<file path="src/rtl/mux_nx1_rr.sv">
// mux_nx1_rr -- N:1 registered channel multiplexer with valid/ready handshakes.
//
// Each of the N producers presents a word together with a valid flag. One
// channel is granted per cycle. In fixed mode, sel picks the channel. In
// round-robin mode, the grant goes to the first valid channel after the last
// one that was granted. The granted word is captured into a single output
// register, and the register also records the index of the source channel.
//
// Ports
//   clk        rising-edge clock
//   rst        synchronous active-high reset
//   mode       0 = fixed select, 1 = round-robin
//   sel        channel index used in fixed mode
//   in_data    packed channel data, channel i at [i*W +: W]
//   in_valid   per-channel valid
//   in_ready   per-channel accept (one-hot or zero, combinational)
//   out_data   registered selected word
//   out_ch     registered source channel of out_data
//   out_valid  output register holds a word
//   out_ready  consumer takes the word this cycle
//   sel_err    one-cycle pulse after an edge with mode=0 and sel >= N
module mux_nx1_rr #(
    parameter int N = 4,
    parameter int W = 8,
    localparam int SELW = $clog2(N)
) (
    input  logic            clk,
    input  logic            rst,
    input  logic            mode,
    input  logic [SELW-1:0] sel,
    input  logic [N*W-1:0]  in_data,
    input  logic [N-1:0]    in_valid,
    output logic [N-1:0]    in_ready,
    output logic [W-1:0]    out_data,
    output logic [SELW-1:0] out_ch,
    output logic            out_valid,
    input  logic            out_ready,
    output logic            sel_err
);

    // sel is widened by one bit, so the range check also works when N is a power of two.
    localparam logic [SELW:0] N_EXT = (SELW+1)'(N);

    logic [W-1:0]    chan_data [N];
    logic [N-1:0]    gnt;
    logic [SELW-1:0] gnt_idx;
    logic            gnt_any;
    logic            sel_ok;
    logic            load;
    logic            transfer;
    int              idx;

    logic [W-1:0]    out_data_reg;
    logic [SELW-1:0] out_ch_reg;
    logic            out_valid_reg;
    logic [SELW-1:0] last_grant_reg;
    logic            sel_err_reg;

    generate
        for (genvar gi = 0; gi < N; gi++) begin : g_unpack
            assign chan_data[gi] = in_data[gi*W +: W];
        end
    endgenerate

    assign sel_ok = ({1'b0, sel} < N_EXT);

    // Grant selection. Round-robin scans from last_grant+1 upward and wraps at N-1.
    // The scan ends on last_grant itself, so that channel has the lowest priority.
    always_comb begin
        gnt     = '0;
        gnt_idx = '0;
        gnt_any = 1'b0;
        idx     = 0;
        if (!mode) begin
            if (sel_ok && in_valid[sel]) begin
                gnt_any = 1'b1;
                gnt_idx = sel;
            end
        end else begin
            for (int k = 1; k <= N; k++) begin
                idx = (int'(last_grant_reg) + k) % N;
                if (!gnt_any && in_valid[idx]) begin
                    gnt_any = 1'b1;
                    gnt_idx = idx[SELW-1:0];
                end
            end
        end
        if (gnt_any) begin
            gnt[gnt_idx] = 1'b1;
        end
    end

    // The output register is free when it is empty or being drained this cycle.
    assign load     = !out_valid_reg || out_ready;
    assign in_ready = rst ? '0 : (gnt & {N{load}});
    assign transfer = gnt_any && load && !rst;

    always_ff @(posedge clk) begin
        if (rst) begin
            out_data_reg   <= '0;
            out_ch_reg     <= '0;
            out_valid_reg  <= 1'b0;
            last_grant_reg <= SELW'(N-1);
            sel_err_reg    <= 1'b0;
        end else begin
            if (transfer) begin
                out_data_reg   <= chan_data[gnt_idx];
                out_ch_reg     <= gnt_idx;
                out_valid_reg  <= 1'b1;
                last_grant_reg <= gnt_idx;
            end else if (out_ready) begin
                // Drain with nothing to replace it: out_data keeps its last value.
                out_valid_reg <= 1'b0;
            end
            sel_err_reg <= !mode && !sel_ok;
        end
    end

    assign out_data  = out_data_reg;
    assign out_ch    = out_ch_reg;
    assign out_valid = out_valid_reg;
    assign sel_err   = sel_err_reg;

endmodule
</file>
<file path="config.mk">
export PLATFORM = sky130hd
export DESIGN_NAME = mux_nx1_rr
export DESIGN_NICKNAME = d
export VERILOG_FILES = /design/src/rtl/mux_nx1_rr.sv
export SDC_FILE = /design/constraint.sdc
export NUM_CORES = 1
export LEC_CHECK = 0
export CAP_MARGIN = 20
export CORE_UTILIZATION = 39
export DETAILED_ROUTE_END_ITERATION = 10
export PLACE_DENSITY = 0.85
export SYNTH_ARGS = -nofsm -noshare
export SYNTH_HDL_FRONTEND = slang
export SYNTH_SLANG_ARGS = --single-unit
</file>
<file path="constraint.sdc">
create_clock -name clk -period 4.2 [get_ports clk]
set_input_delay 0.84 -clock clk [delete_from_list [all_inputs] [get_ports clk]]
set_output_delay 0.84 -clock clk [all_outputs]
set_load 0.01 [all_outputs]
</file>
# Yosys cells after proc, flatten, opt, wreduce, memory -nomap -nowiden
# Cells that the tools add are included.
# word_totals
regBits	13
inputBits	42
word_cells	77
output_inout_bits	16
# op_classes
n_mux	38
order_cmp	8
n_bitwise	6
reduce_logical	17
add_sub_neg	4
# ops
op	n
two-way mux 1 bit	21
binary-select mux 8 bit (select 2 bit)	1
< comparator 3 x 4 -> 1 bit, second input constant	4
two-way mux 8 bit	2
two-way mux 2 bit	6
binary-select mux 1 bit (select 2 bit)	5
two-way mux 4 bit	2
OR reduction 2 bit	4
logical AND 1 bit	6
< comparator 2 x 3 -> 1 bit, second input constant	2
zero test 1 bit	5
adder 2 x 1 -> 2 bit, second input constant	2
adder 2 bit, second input constant	2
bitwise AND 1 bit, first input constant	4
bitwise AND 4 bit	1
>= comparator 3 bit, second input constant	1
inverter 2 -> 3 bit	1
demux 1 bit (select 2 bit)	1
>= comparator 2 x 1 -> 1 bit, second input constant	1
nonzero test 2 bit	1
logical OR 1 bit	1

# Depth between registers and ports, before layout
# depth
depth_word	27
depth_mapped	7
depth_no_buf	5

# Worst setup path after synthesis
# OpenSTA, ideal clock, no wires.
# synth_timing
kind	input to output
from	input in_valid[2]
to	output in_ready[2]
required_ns	3.360
path_stages	5
n_path_buf	1
setup_slack_ns	1.104
arrival_ns	2.256
cell_sequence	or4_4 -> a222oi_1 -> or2_2 -> buf_4 -> nor4_1
# synth_via
elab_chain_len	24
word_cells_on_any_way	43
cone_classes	2 x order compare; 33 x mux; 1 x bitwise; 7 x reduce/logical
# synth_lines
item	line_no	source
start: declaration	32	input logic [N-1:0] in_valid,
binary-select mux 1 bit (select 2 bit)	82	if (!gnt_any && in_valid[idx]) begin
two-way mux 1 bit (not written as such) (2 in a row)	82	
two-way mux 1 bit	82	
two-way mux 1 bit	74	if (!mode) begin
zero test 1 bit	82	
logical AND 1 bit	82	
two-way mux 1 bit	82	
two-way mux 1 bit	74	
[7 not listed]	-	
two-way mux 2 bit	74	
< comparator 2 x 3 -> 1 bit (not written as such) or >= comparator 2 x 1 -> 1 bit (tied branches)	89	gnt[gnt_idx] = 1'b1;
logical AND 1 bit (not written as such)	89	
two-way mux 1 bit (not written as such)	89	
demux 1 bit (select 2 bit)	89	
two-way mux 4 bit *	88	if (gnt_any) begin
bitwise AND 4 bit *	95	assign in_ready = rst ? '0 : (gnt & {N{load}});
two-way mux 4 bit *	95	
end: declaration	33	output logic [N-1:0] in_ready,
# Every way passes the cells marked *; elsewhere a longest branch is shown, timed or not. The select of a mux whose other input is x is not followed.

# Worst setup path in the final report
# layout_timing
from	input in_valid[2]
to	output in_ready[1]
# Same word-level chain as after synthesis.

==> metrics.txt <==
outcome complete, no violations; Reg2Reg Capture Point out_data[5]; Hold EP out_ch[0]; die area ~2600 µm²; fillcell total 185; Crit. End Element output pin; total power ~0.00040 W; DRC viols 0; vias per cell 5.51; DR pass1 iterations 4; final antenna-violating net count 0; hold depth 2; min-delay worst type register to register; number of diodes 0; R2R Setup Slk 2.29 ns; CP Class primary input to output pin; hold_buf cts 0; Synth Cell Area 918 µm²; WL/cell roughly 15 µm; vias in the first global route between 1000 and 1500; IO Pins 58; HP Start out_ch[0]; first-pass GRT wire length 4550 µm; Mean Syn Cell Area 8.92 µm²; Final Cell Area 1560 µm²; Setup TNS 0 ns; Die Wd 50.5 µm; number of gates resized after cts 0; hold_ws 0.463 ns; Seq/Total Area, Yosys 0.283; Final Cycle Share 0.957; Peak VDD IR between 0.00015 and 0.0002 V; count of mapped cells out of synthesis 103; CTS Buf Count 3; PD cells 256 nW/µm²; Total GRT Usage 0.236; layout cells sized above 1 0.117; Max Cap Viol 0; FFs w/ async S/R, synth 0; nets roughly 200; syn nets 145; vias 1053; Synth Warn # 0; Fmax 249 MHz; CTS H-tree depth 1; IO buf count 56; cell row count 17; Lkg Pwr 0.655 nW; FF-to-FF path depth 6; EDFF count, synth 0; die height between 50 and 60 µm; core area 2210 µm²; RSZ-0062 raised after global routing false; Yosys cell types 33; CP Max Fanout 4; worst skew pair latency 0.26 ns; Clock transition at path regs 0.08 ns; DP Area 1540 µm²; final WL roughly 2900 µm; Clock Path Buffers 2; Req. time, crit path 3.36 ns; max-slew violations 0; post-CTS setup repair buffer count 0; Reg-to-Reg Start last_grant_reg[0]; ys flop type dfxtp_1; total global routing overflow 0; area grow syn2layout 70.0%; Tmin final 4.02 ns; initial core utilization 0.415; CTS tree built; DR iter-0 viols 20; final hold vios 0; Yosys reg bits 13; final setup fails 0; TritonCTS sink count 13; Worst EP arrival 3.18 ns; Max Clock Skew 0.00147 ns; initial antenna violation count 0; Util after Layout 0.706; pin count of the biggest net entering global routing 19; CTS root buf clkbuf_4; number of flip-flops under the largest register name 8; GPL Wtd Cong 0.816; Worst Setup Start Kind primary input; dpl hpwl approximately 2300 µm
[routing by layer]
metal,routed length [µm],vias to the layer above,track usage
li1,-,516,-
met1,1310,496,0.296
met2,1380,37,0.393
met3,176,4,0.0515
met4,37,0,0.0880
met5,0,-,0
[cells in the final DEF (no fill, tap or decap)]
cell type	n
clkdlybuf4s50_1	56
mux2i_1	17
dfxtp_1	13
nand3b_1	9
o221ai_1	8
nand2_1	6
buf_4	6
a21oi_1	5
nor2_1	4
nand2b_1	3
mux2_2	3
o21ai_0	3
nor2b_1	3
clkbuf_4	3
a21o_1	2
o21a_1	2
nor4_1	2
and3_2	2
or4_4	1
or2b_1	1
o22a_1	1
and2_1	1
and2b_1	1
a32oi_2	1
a222oi_1	1
or2_2	1
nor3_1	1
inv_1	1
o21ai_2	1
o211ai_2	1
nand3_1	1
o211ai_1	1
conb_1	1
clkbuf_1	1
[cell usage after synthesis, drive strengths merged, types with 3 or more instances]
| master | count | area share |
|---|---|---|
| clkbuf | 3 | 0.012 |
| nand3b | 9 | 0.074 |
| o221ai | 8 | 0.076 |
| buf | 3 | 0.022 |
| a21oi | 5 | 0.027 |
| dfxtp | 13 | 0.28 |
| nor2 | 4 | 0.016 |
| nand2 | 6 | 0.025 |
| nor2b | 3 | 0.020 |
| nand2b | 3 | 0.020 |
| mux2i | 17 | 0.19 |
| mux2 | 3 | 0.037 |
| o21ai | 4 | 0.026 |
[power by group]
group / leakage, nW / total (W) / internal, W / switching (W)
Clock: 0.0150 / 0.0000750 / 0.0000367 / 0.0000383
Combinational: 0.532 / 0.000176 / 0.000103 / 0.0000730
Sequential: 0.108 / 0.000149 / 0.000139 / 0.0000102
Total: 0.655 / 0.000400 / 0.000278 / 0.000122
[worst max-delay path by stage]
stage                      startpoint          end  slack, ns  depth (start not counted)
after floorplan           in_valid[2]  in_ready[2]       1.10                          5
after global placement    in_valid[2]  in_ready[0]       0.19                          7
after detailed placement  in_valid[2]  in_ready[1]       0.17                          7
after CTS                 in_valid[2]  in_ready[1]       0.16                          7
after global routing      in_valid[2]  in_ready[1]       0.06                          7
final                     in_valid[2]  in_ready[1]       0.18                          7
[logic make-up after synthesis]
family / after synthesis / synth area share
simple gates: 36 / 0.238
compound gates: 26 / 0.214
other cells: 1 / 0.00408
buf+inv: 7 / 0.0381
mux: 20 / 0.222
flops: 13 / 0.283
[critical path: stages]
cell and delay (ns):
clkdlybuf4s50_1 0.46, or4_4 0.56, a222oi_1 0.37, buf_4 0.18, nor3_1 0.06, and3_2 0.24, clkdlybuf4s50_1 0.48
[final cells by class]
| type | instances | area [µm²] | area share |
|---|---|---|---|
| flip-flops and latches | 13 | 260 | 0.167 |
| well taps | 28 | 35.0 | 0.0224 |
| multi-input cells | 83 | 631 | 0.404 |
| clock buffers | 4 | 26.3 | 0.0168 |
| inverters | 1 | 3.75 | 0.00240 |
| repair buffers | 62 | 606 | 0.388 |
[metrics by stage]
stage	cells	worst slack (ns)
finish	191	0.180
global route	191	0.0594
CTS	191	0.159
detailed placement	187	0.174
global placement	187	0.189
floorplan	103	1.10
Power figures use the tool's default switching activity.
